## src/rtl/nandy_pkg.sv

```systemverilog
// Shared constants for the Nandy NAND-family datapath blocks.
// Holds the function-select encodings and the legal pipeline-depth range.
package nandy_pkg;

  localparam logic [1:0] MODE_NAND  = 2'b00;
  localparam logic [1:0] MODE_AND   = 2'b01;
  localparam logic [1:0] MODE_NOTA  = 2'b10;
  localparam logic [1:0] MODE_PASSA = 2'b11;

  localparam int STAGES_MIN = 1;
  localparam int STAGES_MAX = 8;

  // Operand B only matters to the two-input functions.
  function automatic logic mode_uses_b(input logic [1:0] mode);
    return (mode == MODE_NAND) || (mode == MODE_AND);
  endfunction

endpackage

```

## src/rtl/nand_pipe_stage.sv

```systemverilog
// One elastic register slice (valid, data, xerr); 1 cycle latency.
// Loads whenever load is high, so the slice holds its contents while downstream stalls.
module nand_pipe_stage #(
  parameter int DATA_W = 32,
  parameter int XERR_W = 4
) (
  input  logic              clk,
  input  logic              rst_n,
  input  logic              load,
  input  logic              src_valid,
  input  logic [DATA_W-1:0] src_data,
  input  logic [XERR_W-1:0] src_xerr,
  output logic              valid,
  output logic [DATA_W-1:0] data,
  output logic [XERR_W-1:0] xerr
);

  always_ff @(posedge clk) begin
    if (!rst_n) begin
      valid <= 1'b0;
      data  <= '0;
      xerr  <= '0;
    end else if (load) begin
      valid <= src_valid;
      // Bubbles leave the old payload in place so the output never glitches.
      if (src_valid) begin
        data <= src_data;
        xerr <= src_xerr;
      end
    end
  end

endmodule

```

## src/rtl/nand_pipe_bank.sv

```systemverilog
// Multi-channel NAND-family function feeding a STAGES-deep elastic pipeline; latency STAGES.
// in_ready is combinational from out_ready: a full pipe accepts on the same edge it delivers.
module nand_pipe_bank
  import nandy_pkg::*;
#(
  parameter int WIDTH    = 8,
  parameter int CHANNELS = 4,
  parameter int STAGES   = 2,
  parameter int X_CHECK  = 1
) (
  input  logic                      clk,
  input  logic                      rst_n,
  input  logic                      in_valid,
  output logic                      in_ready,
  input  logic [CHANNELS*WIDTH-1:0] in_a,
  input  logic [CHANNELS*WIDTH-1:0] in_b,
  input  logic [1:0]                in_mode,
  output logic                      out_valid,
  input  logic                      out_ready,
  output logic [CHANNELS*WIDTH-1:0] out_q,
  output logic [CHANNELS-1:0]       out_xerr,
  output logic [15:0]               out_count
);

  localparam int DW = CHANNELS * WIDTH;

  if (STAGES < STAGES_MIN || STAGES > STAGES_MAX) begin : g_bad_stages
    $error("nand_pipe_bank: STAGES out of range");
  end

  logic [DW-1:0]       fn_q;
  logic [CHANNELS-1:0] fn_xerr;

  always_comb begin
    logic [WIDTH-1:0] a_k;
    logic [WIDTH-1:0] b_k;
    logic [WIDTH-1:0] r_k;
    logic             x_k;
    fn_q    = '0;
    fn_xerr = '0;
    for (int k = 0; k < CHANNELS; k++) begin
      a_k = in_a[k*WIDTH +: WIDTH];
      b_k = in_b[k*WIDTH +: WIDTH];
      x_k = 1'b0;
      case (in_mode)
        MODE_NAND: r_k = ~(a_k & b_k);
        MODE_AND:  r_k = a_k & b_k;
        MODE_NOTA: r_k = ~a_k;
        default:   r_k = a_k;
      endcase
`ifndef SYNTHESIS
      // Poisoned channels are forced to all-X so nothing downstream trusts them.
      if (X_CHECK != 0) begin
        x_k = $isunknown(a_k) || (mode_uses_b(in_mode) && $isunknown(b_k));
        if (x_k) r_k = 'x;
      end
`endif
      fn_q[k*WIDTH +: WIDTH] = r_k;
      fn_xerr[k]             = x_k;
    end
  end

  logic [STAGES-1:0]   stg_valid;
  logic [DW-1:0]       stg_data [STAGES];
  logic [CHANNELS-1:0] stg_xerr [STAGES];
  logic [STAGES:0]     stg_ready;

  // Ready ripples back from the output: a slice can load if empty or if it is moving on.
  always_comb begin
    stg_ready[STAGES] = out_ready;
    for (int i = STAGES - 1; i >= 0; i--) begin
      stg_ready[i] = !stg_valid[i] || stg_ready[i+1];
    end
  end

  for (genvar i = 0; i < STAGES; i++) begin : g_stg
    logic                src_valid;
    logic [DW-1:0]       src_data;
    logic [CHANNELS-1:0] src_xerr;

    if (i == 0) begin : g_head
      assign src_valid = in_valid;
      assign src_data  = fn_q;
      assign src_xerr  = fn_xerr;
    end else begin : g_body
      assign src_valid = stg_valid[i-1];
      assign src_data  = stg_data[i-1];
      assign src_xerr  = stg_xerr[i-1];
    end

    nand_pipe_stage #(
      .DATA_W (DW),
      .XERR_W (CHANNELS)
    ) u_stage (
      .clk       (clk),
      .rst_n     (rst_n),
      .load      (stg_ready[i]),
      .src_valid (src_valid),
      .src_data  (src_data),
      .src_xerr  (src_xerr),
      .valid     (stg_valid[i]),
      .data      (stg_data[i]),
      .xerr      (stg_xerr[i])
    );
  end

  assign in_ready  = stg_ready[0];
  assign out_valid = stg_valid[STAGES-1];
  assign out_q     = stg_data[STAGES-1];
  assign out_xerr  = (X_CHECK != 0) ? stg_xerr[STAGES-1] : '0;

  logic [15:0] count_q;

  always_ff @(posedge clk) begin
    if (!rst_n) begin
      count_q <= '0;
    end else if (out_valid && out_ready) begin
      count_q <= count_q + 16'd1;
    end
  end

  assign out_count = count_q;

endmodule

```

## config.mk

```make
export PLATFORM = sky130hd
export DESIGN_NAME = nand_pipe_bank
export DESIGN_NICKNAME = d
export VERILOG_FILES = /design/src/rtl/nandy_pkg.sv /design/src/rtl/nand_pipe_stage.sv /design/src/rtl/nand_pipe_bank.sv
export SDC_FILE = /design/constraint.sdc
export NUM_CORES = 1
export LEC_CHECK = 0
export ABC_CLOCK_PERIOD_IN_PS = 1800
export CAP_MARGIN = 15
export CORE_UTILIZATION = 45
export DETAILED_ROUTE_END_ITERATION = 10
export PLACE_DENSITY_LB_ADDON = 0.12
export SYNTH_ARGS = -nofsm -noshare
export SYNTH_HDL_FRONTEND = slang
export SYNTH_SLANG_ARGS = --single-unit
```

## constraint.sdc

```tcl
create_clock -name clk -period 1.8 [get_ports clk]
set_clock_uncertainty 0.15 [all_clocks]
set_input_delay 0.18 -clock clk [delete_from_list [all_inputs] [get_ports clk]]
set_output_delay 0.18 -clock clk [all_outputs]
set_load 0.01 [all_outputs]
```

==> results.md <==
Logic synthesis
- 0.470 — register area share after synthesis
- dfxtp_1 — most area-hungry cell type in the Yosys netlist
- 0.470 — area share of the leading cell type in the synthesized netlist
- 29 — number of unique standard cell types used by synthesis
- dfxtp_1 (47%), xor2_1 (9.8%), mux2i_1 (9.5%), nand2_1 (8.3%), a21oi_1 (5.6%) — largest cells by area after synthesis
- 0 — number of warning messages in the yosys log
- 3490 um^2 — Post-Synthesis Cell Area
- 8.50 um^2 — syn avg cell area
- 82 — register bit total from synthesis
- 411 — Synth Instances

STA
- 0 — Setup violations, final
- 0 ns — setup tns final
- false — unrepaired setup endpoints after global routing
- 1.71 ns — Period minus WS final
- 586 MHz — achievable clock frequency
- 0.389 — Max-Slew Margin vs Limit
- 0.917 ns — slew at the pin with the worst max-slew slack
- 0 — final count of hold timing violations
- 0.0940 ns — worst path setup slack after routing
- 0 — count of pins over their slew limit
- 0.948 — post-route clock period utilization

Critical path
- 1.47 ns — critical path data required time
- reg -> out — critical path start-end classification
- buf_4, clkdlybuf4s50_1 — critical path, cell by cell
- 1.38 ns — signal arrival time at the worst endpoint
- register — crit start category
- 0.53 ns — peak per-stage delay on the critical path
- clkdlybuf4s50_1 — cell with the largest stage delay on the worst path
- 2 — count of buffering cells on the critical path with inverters included
- buffers and inverters — Top Family by Delay on Critical Path
- 5 — maximum fanout along the worst path
- primary output — endpoint kind of the worst setup timing path

Global routing
- 68 — maximum number of pins on one net before global-route repair
- 0.206 — overall global routing resource usage
- 13.5 mm — global-route wire length before repair
- 2986 — vias in the first global route
- 0 — initial antenna violation count
- 0 — Overflow after GRT

Cells and area
- 5090 um^2 — post-route cell area
- 0 — antenna fix cells
- 1640 um^2 — Register Area
- clkdlybuf4s50_1 (117), dfxtp_1 (81), nand2_1 (75) — commonest cells after routing, fill and taps aside
- clkdlybuf4s50_1 — most common library cell in the layout ignoring fill and taps
- 0.0766 — fraction of layout cells with a size suffix above 1
- 603 — number of nets in the layout
- 45.7% — area growth from synthesis to layout
- 1720 um^2 — total area of multi-input combinational cells
- 600 — layout filler cell count

Route
- 4 — length of the first detailed-routing pass in iterations
- 0 — antenna-violating nets left
- 4.91 — via-per-instance ratio
- 3113 — DR vias
- 12.5 um — wire length per cell
- 0 — DRC viols
- 68 — count of routing violations after the opening detailed-route iteration
- 7.91 mm — aggregate routed wire length

Power
- 0.148 — combinational share of power
- 2.92 mW — Power Internal
- 0.507 — sequential group share of total power
- 0.444 mV — maximum VDD drop
- 3.83 mW — sum of internal, switching and leakage power
- 0.237 — net switching share of the total power
- 751 nW/um^2 — total power density per cell area
- 905 uW — P_sw
- 0.345 — fraction of power consumed by the clock network
- 1.94 nW — Leak

Floorplanning
- 90.1 um — Die Width
- 0.474 — Starting Density
- 31 — standard-cell rows
- 90.1 um — floorplan die height
- 7370 um^2 — floorplan core area
- 8120 um^2 — full die area
- 124 — count of pins on the block boundary

Clock tree
- 3 — number of H-tree levels
- 2 — Longest Clk Path Bufs
- 9 — clock buffer count from CTS
- 0.34 ns — worst-skew pair later-pin latency
- 0.08 ns — register clock-pin slew on the reported worst setup and hold paths
- 0 — Post-CTS Setup Inserts
- 0 — cts hold-fix bufs
- clkbuf_8 — cell at the root of the clock tree
- 82 — total number of clock tree sinks
- built — clock tree from TritonCTS

Placement
- 4900 um^2 — cell area reported after detailed placement
- 5.49 mm — post-DP HPWL
- 119 — Port Buffer Count
- 0.770 — RePlAce Congestion
- -0.158 ns — worst setup slack after placement

Outcome
- complete, no violations — status

Job
- 0 — Max Cap Viol

Hold path
- reg -> reg — classification of the worst-slack hold path

[synth_stat cells, drive strengths merged]
master,count
mux2i,33
nor2b,1
xor2,39
o31ai,2
nor3,1
xnor2,2
and2b,1
conb,1
nand4,2
nand3b,1
a21oi,39
nand3,5
dfxtp,82
or3,3
or4,2
nor4,2
ha,1
nand2,77
nor2,43
inv,2
clkbuf,18
or2,1
and4,3
o21ai,35
nand2b,2
buf,13
[layout make-up]
class                      count  area share
timing repair buffer         138       0.275
clock inverter                 2     0.00737
clock buffer                  12      0.0305
tap                           99      0.0243
multi-input combinational    299       0.338
sequential                    82       0.323
inverter                       2     0.00147
[layer usage]
layer	GRT usage	share of wire
met1	0.236	0.45
met2	0.361	0.49
met3	0.0516	0.048
met4	0.0860	0.014
met5	0	0
[stage by stage]
stage / utilization / hold WS [ns] / instances
floorplan: - / 0.159 / 414
global placement: 0.664 / 0.286 / 620
detailed placement: 0.664 / 0.294 / 620
CTS: 0.690 / 0.284 / 634
global route: 0.691 / 0.312 / 634
finish: 0.691 / 0.296 / 634
[state kept, by name, summed over array words and instances (netlist names)]
signal,flops
g_stg.u_stage.data,64
out_count,16
g_stg.u_stage.valid,2
[worst register-to-register path, cell delays in order (launching register included)]
cell,delay (ns)
dfxtp_1,0.39
ha_1,0.19
and4_1,0.27
nand2_1,0.08
or4_1,0.39
a21oi_1,0.14
[power by group through the flow]
stage               clock network [mW]  logic [mW]  registers [mW]
global placement                     0       0.558            1.98
global route                      1.44       0.621            1.95
finish                            1.32       0.566            1.94
floorplan                            0       0.282            1.99
CTS                               1.36       0.573            1.94
detailed placement                   0       0.571            1.98
[final timing paths]
path                                                       startpoint                                     to  slack, ns  cells after the start
worst min register to register  g_stg[0].u_stage.data[0]$_SDFFE_PN0P_  g_stg[1].u_stage.data[0]$_SDFFE_PN0P_       0.30                      2
worst min-delay path            g_stg[0].u_stage.data[0]$_SDFFE_PN0P_  g_stg[1].u_stage.data[0]$_SDFFE_PN0P_       0.30                      2
worst max-delay path              g_stg[1].u_stage.valid$_SDFFE_PN0P_                              out_valid       0.09                      2
worst max register to register              out_count[0]$_SDFFE_PN0P_             out_count[14]$_SDFFE_PN0P_       0.12                      5
[what timing repair did]
action / in CTS / in global routing
setup endpoints to repair: 1 / 4
pin swaps: 0 / 0
hold endpoints to repair: 0 / 0
gates resized for setup: 1 / 3
cloned: 0 / 0
[logic make-up (layout without fill, tap and decap cells)]
| kind of cell | after synthesis | count (layout) | synth area share |
|---|---|---|---|
| other | 1 | 4 | 0.00107 |
| AOI/OAI and AO/OA | 76 | 76 | 0.110 |
| buffers and inverters | 33 | 154 | 0.0430 |
| DFF | 82 | 82 | 0.470 |
| adders and majority gates | 1 | 1 | 0.00358 |
| and+or+nand+nor | 144 | 144 | 0.175 |
| xor gates and xnor gates | 41 | 41 | 0.103 |
| muxes | 33 | 33 | 0.0945 |
No activity file was read; power rests on OpenSTA's default activity.
